`config.mk`:
```
export PLATFORM = sky130hd
export DESIGN_NAME = motion_ctrl
export DESIGN_NICKNAME = d
export VERILOG_FILES = /design/src/rtl/motion_pkg.sv /design/src/rtl/motion_ctrl_period_tick.sv /design/src/rtl/motion_ctrl.sv
export SDC_FILE = /design/constraint.sdc
export NUM_CORES = 1
export LEC_CHECK = 0
export CORE_UTILIZATION = 55
export CTS_CLUSTER_SIZE = 14
export DETAILED_ROUTE_END_ITERATION = 10
export GPL_ROUTABILITY_DRIVEN = 0
export MAX_ROUTING_LAYER = met4
export PLACE_DENSITY = 0.86
export SETUP_SLACK_MARGIN = 0.1
export SKIP_CTS_REPAIR_TIMING = 1
export SLEW_MARGIN = 20
export SYNTH_ARGS = -nofsm -noshare
export SYNTH_HDL_FRONTEND = slang
export SYNTH_SLANG_ARGS = --single-unit
```
`constraint.sdc`:
```
create_clock -name clk -period 6.7 [get_ports clk]
set_input_delay 0.67 -clock clk [delete_from_list [all_inputs] [get_ports clk]]
set_output_delay 0.67 -clock clk [all_outputs]
set_load 0.02 [all_outputs]
```
`src/rtl/motion_pkg.sv`:
```
// motion_pkg: shared op-codes, FSM state type and default timing for the motion controller
//   DEF_NUM_C / DEF_RAMP_STEP / DEF_MAX_SPEED : default parameter values
//   OP_*                                       : cmd_op encodings (5-7 reserved)
//   state_t                                    : controller FSM states
//   op_dirs()                                  : {dir_l, dir_r} for an op, or current dirs if the op does not steer
package motion_pkg;
    localparam int DEF_NUM_C     = 11000;
    localparam int DEF_RAMP_STEP = 500;
    localparam int DEF_MAX_SPEED = 11000;
    localparam logic [2:0] OP_STOP    = 3'd0;
    localparam logic [2:0] OP_FWD     = 3'd1;
    localparam logic [2:0] OP_REV     = 3'd2;
    localparam logic [2:0] OP_PIVOT_L = 3'd3;
    localparam logic [2:0] OP_PIVOT_R = 3'd4;
    typedef enum logic [2:0] {
        ST_IDLE,
        ST_DECEL,
        ST_ACCEL,
        ST_HOLD,
        ST_STOPPING
    } state_t;
    function automatic logic [1:0] op_dirs(input logic [2:0] op, input logic [1:0] cur);
        return op == OP_FWD     ? 2'b11 :
               op == OP_REV     ? 2'b00 :
               op == OP_PIVOT_L ? 2'b01 :
               op == OP_PIVOT_R ? 2'b10 : cur;
    endfunction
endpackage

```
`src/rtl/motion_ctrl_period_tick.sv`:
```
// period_tick: free-running divider, one-cycle tick every NUM_C clocks
//   clk   : system clock
//   rst_n : asynchronous active-low reset, counter restarts at 0
//   tick  : high while the counter sits at NUM_C-1
module period_tick
    import motion_pkg::*;
#(
    parameter int NUM_C = DEF_NUM_C
) (
    input  logic clk,
    input  logic rst_n,
    output logic tick
);
    localparam int W = NUM_C > 1 ? $clog2(NUM_C) : 1;
    logic [W-1:0] cnt;
    assign tick = cnt == W'(NUM_C - 1);
    always_ff @(posedge clk or negedge rst_n) begin
        if (!rst_n) cnt <= '0;
        else        cnt <= tick ? '0 : cnt + 1'b1;
    end
endmodule

```
`src/rtl/motion_ctrl.sv`:
```
// motion_ctrl: command-driven wheel speed/direction controller with tick-paced ramps
//   clk, rst_n        : system clock, asynchronous active-low reset
//   cmd_valid/ready   : command handshake; ready only in IDLE while abort is low
//   cmd_op/speed/dur  : op-code, target speed, hold time in ticks
//   abort             : level; ramps an active command down to zero
//   dir_l/r, speed_l/r: registered drive to the PWM block (speed_l == speed_r)
//   busy              : controller not IDLE
//   done / aborted    : one-cycle completion pulses (normal / aborted)
module motion_ctrl
    import motion_pkg::*;
#(
    parameter int NUM_C     = DEF_NUM_C,
    parameter int RAMP_STEP = DEF_RAMP_STEP,
    parameter int MAX_SPEED = DEF_MAX_SPEED
) (
    input  logic        clk,
    input  logic        rst_n,
    input  logic        cmd_valid,
    output logic        cmd_ready,
    input  logic [2:0]  cmd_op,
    input  logic [13:0] cmd_speed,
    input  logic [15:0] cmd_dur,
    input  logic        abort,
    output logic        dir_l,
    output logic        dir_r,
    output logic [13:0] speed_l,
    output logic [13:0] speed_r,
    output logic        busy,
    output logic        done,
    output logic        aborted
);
    state_t      state;
    logic        tick;
    logic        rdy_en;
    logic        abort_seen;
    logic [13:0] speed;
    logic [13:0] target;
    logic [15:0] dur_q;
    logic [15:0] hold_cnt;
    logic [1:0]  dirs;
    logic [1:0]  new_dirs;
    logic        accept;
    logic        cmd_move;
    logic [1:0]  cmd_dirs;
    logic [13:0] cmd_tgt;
    logic [14:0] up_sum;
    logic [13:0] ramp_up;
    logic [13:0] ramp_dn;
    logic [13:0] step_to;

    period_tick #(.NUM_C(NUM_C)) u_tick (
        .clk  (clk),
        .rst_n(rst_n),
        .tick (tick)
    );

    // rdy_en holds cmd_ready low during reset and releases it on the first edge after
    assign cmd_ready = rdy_en && state == ST_IDLE && !abort;
    assign accept    = cmd_valid && cmd_ready;
    assign busy      = state != ST_IDLE;
    assign dir_l     = dirs[1];
    assign dir_r     = dirs[0];
    assign speed_l   = speed;
    assign speed_r   = speed;

    assign cmd_move = cmd_op >= OP_FWD && cmd_op <= OP_PIVOT_R;
    assign cmd_dirs = op_dirs(cmd_op, dirs);
    assign cmd_tgt  = !cmd_move ? '0 : cmd_speed > 14'(MAX_SPEED) ? 14'(MAX_SPEED) : cmd_speed;

    // one ramp step toward target, clamped so it never passes the target
    assign up_sum  = {1'b0, speed} + 15'(RAMP_STEP);
    assign ramp_up = up_sum > {1'b0, target} ? target : up_sum[13:0];
    assign ramp_dn = speed > 14'(RAMP_STEP) ? speed - 14'(RAMP_STEP) : '0;
    assign step_to = speed < target ? ramp_up : ramp_dn < target ? target : ramp_dn;

    always_ff @(posedge clk or negedge rst_n) begin
        if (!rst_n) begin
            state      <= ST_IDLE;
            rdy_en     <= 1'b0;
            abort_seen <= 1'b0;
            speed      <= '0;
            target     <= '0;
            dur_q      <= '0;
            hold_cnt   <= '0;
            dirs       <= 2'b11;
            new_dirs   <= 2'b11;
            done       <= 1'b0;
            aborted    <= 1'b0;
        end else begin
            rdy_en  <= 1'b1;
            done    <= 1'b0;
            aborted <= 1'b0;
            case (state)
                ST_IDLE: begin
                    if (accept) begin
                        target     <= cmd_tgt;
                        dur_q      <= cmd_move ? cmd_dur : '0;
                        new_dirs   <= cmd_dirs;
                        hold_cnt   <= '0;
                        abort_seen <= 1'b0;
                        if (cmd_dirs != dirs && speed != '0) begin
                            state <= ST_DECEL;
                        end else begin
                            dirs  <= cmd_dirs;
                            state <= ST_ACCEL;
                        end
                    end
                end
                ST_DECEL: begin
                    if (abort) begin
                        abort_seen <= 1'b1;
                        state      <= ST_STOPPING;
                    end else if (tick) begin
                        speed <= ramp_dn;
                        // wheels reverse on the same edge the speed reaches zero
                        if (ramp_dn == '0) begin
                            dirs  <= new_dirs;
                            state <= ST_ACCEL;
                        end
                    end
                end
                ST_ACCEL: begin
                    if (abort) begin
                        abort_seen <= 1'b1;
                        state      <= ST_STOPPING;
                    end else if (speed == target) begin
                        state <= ST_HOLD;
                    end else if (tick) begin
                        speed <= step_to;
                    end
                end
                ST_HOLD: begin
                    if (abort) begin
                        abort_seen <= 1'b1;
                        state      <= ST_STOPPING;
                    end else if (hold_cnt == dur_q) begin
                        state <= ST_STOPPING;
                    end else if (tick) begin
                        hold_cnt <= hold_cnt + 1'b1;
                    end
                end
                ST_STOPPING: begin
                    if (speed == '0) begin
                        state   <= ST_IDLE;
                        done    <= !abort_seen;
                        aborted <= abort_seen;
                    end else if (tick) begin
                        speed <= ramp_dn;
                    end
                end
                default: state <= ST_IDLE;
            endcase
        end
    end
endmodule

```
Word level (Yosys, flattened, before mapping)
Cells that the tools add are included.

word-level totals
  flip-flop bits (word level) = 85
  bits in latches = 0
  memory bits (writable) = 0
  memory bits (read-only) = 0
  input port bits = 37
  output and inout bits = 34
  logic and storage cells = 124
  memories = 0

operators by class
  add/subtract/negate cells = 4
  $mul = 0
  div/mod/pow operators = 0
  $lt $le $gt $ge = 7
  eq/ne operators = 30
  shift-type cells = 0
  muxes and demuxes = 48
  bitwise operators = 0
  reductions and logical operators = 23

operator list
  operator                                                               count
  14-bit 2-to-1 mux                                                      13
  16-bit 2-to-1 mux                                                      5
  14-bit one-hot mux with 3 select lines                                 1
  16-bit one-hot mux with 2 select lines                                 1
  14-bit zero test                                                       2
  14-bit less-than comparator                                            2
  3-bit 2-to-1 mux                                                       9
  2-bit 2-to-1 mux                                                       10
  2-bit inequality test, second input constant                           10
  6-bit AND reduction                                                    3
  16-bit by 1-bit adder with 16-bit output, second input constant        1
  16-bit == test                                                         1
  14-bit by 9-bit adder with 15-bit output, second input constant        1
  15-bit by 14-bit > comparator with 1-bit output                        1
  3-bit one-hot mux with 5 select lines                                  1
  14-bit by 1-bit adder with 14-bit output, second input constant        1
  14-bit == test                                                         1
  14-bit == test, second input constant                                  1
  14-bit > comparator, second input constant                             1
  14-bit by 9-bit > comparator with 1-bit output, second input constant  1
  14-bit nonzero test                                                    1
  14-bit by 9-bit subtractor with 14-bit output, second input constant   1
  3-bit by 2-bit == test with 1-bit output, second input constant        4
  3-bit inequality test, second input constant                           3
  other kinds (19)                                                       37

Depth between registers and ports, before layout
  depth in word-level cells = 10
  depth in mapped cells = 16
  mapped depth without buffers = 14

Cells and area by module
Synthesis repeated with hierarchy kept, for this count alone.

unflattened totals
  cells, all modules = 676
  area, all modules = 6082.1 sq um

by module, submodules not included
  module       times used  cells each  area each (sq um)  seq. area each (sq um)
  motion_ctrl  1           611         5411.4             1781.7
  period_tick  1           65          670.6              350.3

Least setup slack after synthesis
Ideal clock, no wire load.

  path kind = register to register
  start point = reg speed[2] (netlist: speed_l[2])
  end point = reg speed[7] (netlist: speed_l[7])
  setup time = 0.110 ns
  arrival = 3.710 ns
  data required time = 6.590 ns
  setup slack = 2.880 ns
  cell stages (with the launch flop) = 17
  path buffers = 2
  clock period less this slack = 3.820 ns
  cell sequence = dfrtp_1 > inv_1 > ha_1 > nand4b_1 > a311oi_1 > nor2b_1 > clkbuf_1 > nor2_1 > ha_1 > a211oi_1 > o21ai_0 > a221oi_1 > o21ai_0 > a21oi_2 > buf_4 > nor2_1 > o41ai_1

between the ends
  cells in the longest elaborated chain, start to end = 9
  elaborated cells between the ends (all ways) = 22
  classes of those cells = add/sub (2); order compare (4); eq/ne (3); mux (11); reduce/logical (2)

RTL lines
  item                                                                                                                    RTL line            text
  start, declared                                                                                                         motion_ctrl.sv:36   logic [13:0] speed;
  start signal, assigned                                                                                                  motion_ctrl.sv:114  speed <= ramp_dn;
  start signal, assigned                                                                                                  motion_ctrl.sv:129  speed <= step_to;
  start signal, assigned                                                                                                  motion_ctrl.sv:148  speed <= ramp_dn;
  14-bit by 9-bit subtractor with 14-bit output / 14-bit by 9-bit > comparator with 1-bit output (equally long branches)  motion_ctrl.sv:73   assign ramp_dn = speed > 14'(RAMP_STEP) ? speed - 14'(RAMP_STEP) : '0;
  14-bit 2-to-1 mux                                                                                                       motion_ctrl.sv:73
  14-bit less-than comparator                                                                                             motion_ctrl.sv:74   assign step_to = speed < target ? ramp_up : ramp_dn < target ? target : ramp_dn;
  14-bit 2-to-1 mux (2 in series)                                                                                         motion_ctrl.sv:74
  14-bit 2-to-1 mux                                                                                                       motion_ctrl.sv:128  end else if (tick) begin
  14-bit 2-to-1 mux                                                                                                       motion_ctrl.sv:126  end else if (speed == target) begin
  14-bit 2-to-1 mux                                                                                                       motion_ctrl.sv:123  if (abort) begin
  14-bit one-hot mux with 3 select lines                                                                                  motion_ctrl.sv:93   case (state)

Parallel ways exist; a longest one is shown, timed or not. The select of a mux whose other input is x is not followed.
A chain may end at the register's enable or synchronous reset.

Worst setup path in the final report
  start point = reg speed[12] (netlist: speed_l[12])
  end point = reg speed[7] (netlist: speed_l[7])

Same word-level chain as after synthesis.

==> flow_summary_export.csv <==
group,metric,value,unit
clocking,cts_sinks,85,
timing,rsz0062_at_grt,"no",
flow_run,maxCapViolCount,0,
clocking,cts-root-buf,"clkbuf_8",
critical_path,crit_type,"flop to flop",
placement,portBuffers,70,
timing,clock.fmax,0.206,GHz
critical_path,crit_arrival,5100,ps
clocking,tritoncts,"built",
run_status,violations,"design-rule violations",
timing,post-route-period-util,72.6,%
timing,maxSlewHeadroom,29.6,%
clocking,clockBufferDepth,2,
grt,grt_pass1_wl,26800,um
clocking,clock_latency,360,ps
synthesis,synth_area,6040,um^2
power,peakVddDrop,174,uV
power,p_int,1.12,mW
hold_path,hp-class,"input pin to asynchronous set/reset pin",
synthesis,ys_ff_latch,85,
timing,setup_viol_count_final,0,
route,drt_wl_total,16300,um
route,drc,1,
timing,tns,0,ps
route,firstDrtPassIters,11,
power,p_switching,0.783,mW
synthesis,synthCells,681,
floorplan,fp-row-count,37,
floorplan,die_area,11400,um^2
synthesis,synth_top_cells_by_count,"dfrtp_1, nor2_1, nand2_1",
route,drt-wirelength-per-cell,18.9,um
synthesis,ys_types,74,
final_layout,drive_gt1_share,6.06,%
timing,maxSlewViolCount,0,
placement,dpl-instance-area,6680,um^2
critical_path,cp_data_required_time,6930,ps
grt,overflow,0,
final_layout,n_fill_cell,804,
synthesis,yosysTopAreaCellShare,33.6,%
timing,min_period,4860,ps
final_layout,diodes,0,
grt,grt_max_degree,86,
floorplan,num_io_pins,71,
floorplan,die_h,107,um
critical_path,worstSetupEndpointType,"flop",
critical_path,path_cells,"nor4_2 -> and2_1 -> nor2b_1 -> nor2_1 -> ha_1 -> a211oi_1 -> o21ai_0 -> a221oi_1 -> o21ai_0 -> a21oi_2 -> nor2_1 -> o41ai_1",
clocking,clk_pin_slew,90,ps
grt,grt_pass1_vias,5444,
synthesis,synth-seq-area-share,35.3,%
power,seqPwrFrac,38.0,%
floorplan,coreArea,10500,um^2
critical_path,startpoint_type,"flop",
synthesis,synth_warnings,0,
power,pwr-share-clk,19.5,%
synthesis,postSynthAreaPerCell,8.87,um^2
timing,fin_skew,5.31,ps
critical_path,crit_path_max_fanout,13,
placement,dp_hpwl,12000,um
grt,grt_antenna_before_repair,0,
clocking,cts_inserted_buffers,9,
synthesis,synth_edf_count,0,
power,netSwitchingFraction,41.1,%
route,drt-initial-drc-count,467,
power,power_density,277,nW/um^2
synthesis,async_flop_share,100,%
timing,tightest_slew,1050,ps
run_status,status,"finished, violations left",
synthesis,ys.flop_type,"dfrtp_1",
route,ant_nets,0,
synthesis,synth_area_leaders,"dfrtp_1, ha_1, nor2_1",
final_layout,final_util,65.5,%
clocking,h-tree-depth,3,
route,via_count,5533,
timing,setup_ws,1840,ps
timing,hold_viol_final,0,
synthesis,syn-num-nets,763,
power,comb_power_share,42.5,%
synthesis,yosysMostFrequentCell,"dfrtp_1",
final_layout,nets,803,
final_layout,areaGrowthSynthToFinish,14.0,%
critical_path,critPathMaxStageDelay,780,ps
final_layout,final_area,6890,um^2
route,via_per_inst,6.42,
floorplan,initial_core_util,57.5,%
placement,place_ws,2110,ps
synthesis,synth_largest_area_cell,"dfrtp_1",
power,p_leak,2.99,nW
grt,grt_util_all_layers,30.7,%
floorplan,die_x,107,um
critical_path,slowest_stage,"nor2b_1",
==> per-stage QoR <==
| step | instances | total power [mW] | hold slack [ps] |
|---|---|---|---|
| 6_report | 862 | 1.91 | 362 |
| 5_1_grt | 862 | 2.02 | 420 |
| 4_1_cts | 862 | 1.89 | 468 |
| 3_5_place_dp | 846 | 1.51 | 458 |
| 3_3_place_gp | 846 | 1.48 | 442 |
| 2_1_floorplan | 681 | 1.26 | 374 |
==> path summary, 6_finish.rpt <==
kind	startpoint	endpoint	slack, ps	cells past startpoint
setup / recovery	speed_l[12]	speed_l[7]	1840	12
hold / removal	rst_n	dur_q[9]	360	1
setup reg to reg	speed_l[12]	speed_l[7]	1840	12
hold reg to reg	new_dirs[0]	new_dirs[0]	460	2
max in group asynchronous	rst_n	speed_l[6]	5850	1
min in group clk	new_dirs[0]	new_dirs[0]	460	2
==> kinds of logic after synthesis <==
group | share of synthesized area (%)
compound gates | 19.0
xor+xnor | 7.83
fa+ha+maj | 9.49
buf+inv | 5.74
flops | 35.3
mux | 0.891
other cells | 0.0621
simple gates | 21.7
==> worst max-delay path, delay by kind of cell (launching register included) <==
| kind | cells | cell delay, ps |
|---|---|---|
| adders and majority gates | 1 | 350 |
| and+or+nand+nor | 5 | 1850 |
| AOI/OAI and AO/OA | 6 | 2010 |
| DFF | 1 | 530 |
==> flip-flops by register name (all words and copies together), names as in the netlist <==
| register | count |
|---|---|
| aborted | 1 |
| dirs | 2 |
| dur_q | 16 |
| rdy_en | 1 |
| state | 3 |
| new_dirs | 2 |
| done | 1 |
| u_tick.cnt | 14 |
| target | 14 |
| abort_seen | 1 |
| hold_cnt | 16 |
| speed_l | 14 |
==> layout make-up <==
cell class | instances | area [um^2] | share of cell area, %
clock buffers | 10 | 128 | 1.85
clock inverters | 6 | 71.3 | 1.04
inverters | 30 | 113 | 1.64
multi-input cells | 524 | 3560 | 51.7
flip-flops and latches | 85 | 2130 | 31.0
well taps | 136 | 170 | 2.47
repair buffers | 71 | 709 | 10.3
==> routing by layer <==
metal | part of all wire (%) | global-route usage, % | vias up | wire [um]
li1 | - | - | 2533 | -
met1 | 41 | 38.1 | 2629 | 6640
met2 | 47 | 47.3 | 295 | 7610
met3 | 7.2 | 5.17 | 76 | 1170
met4 | 5.2 | 18.2 | 0 | 852
met5 | 0 | - | - | 0
==> power by group through the flow <==
stage          Sequential [mW]  Clock (mW)  Combinational (mW)
2_1_floorplan            0.703           0               0.552
3_3_place_gp             0.725           0               0.750
3_5_place_dp             0.731           0               0.783
4_1_cts                  0.720       0.377               0.792
5_1_grt                  0.737       0.396               0.887
6_report                 0.724       0.371               0.811
==> cell usage in the layout (no fill, tap or decap), types with 9 or more instances in the layout <==
master and instances:
dfrtp_1 81, clkdlybuf4s50_1 69, nor2_1 68, nand2_1 53
ha_1 45, o21ai_0 44, inv_1 30, a21oi_1 30
xor2_1 28, nand3_1 27, xnor2_1 26, nor3_1 18
a22o_1 18, nand4_1 16, nor4_1 10, a211oi_1 10
a31oi_1 9, nand2b_1 9, clkbuf_8 9
No activity file was read; power rests on OpenSTA's default activity.
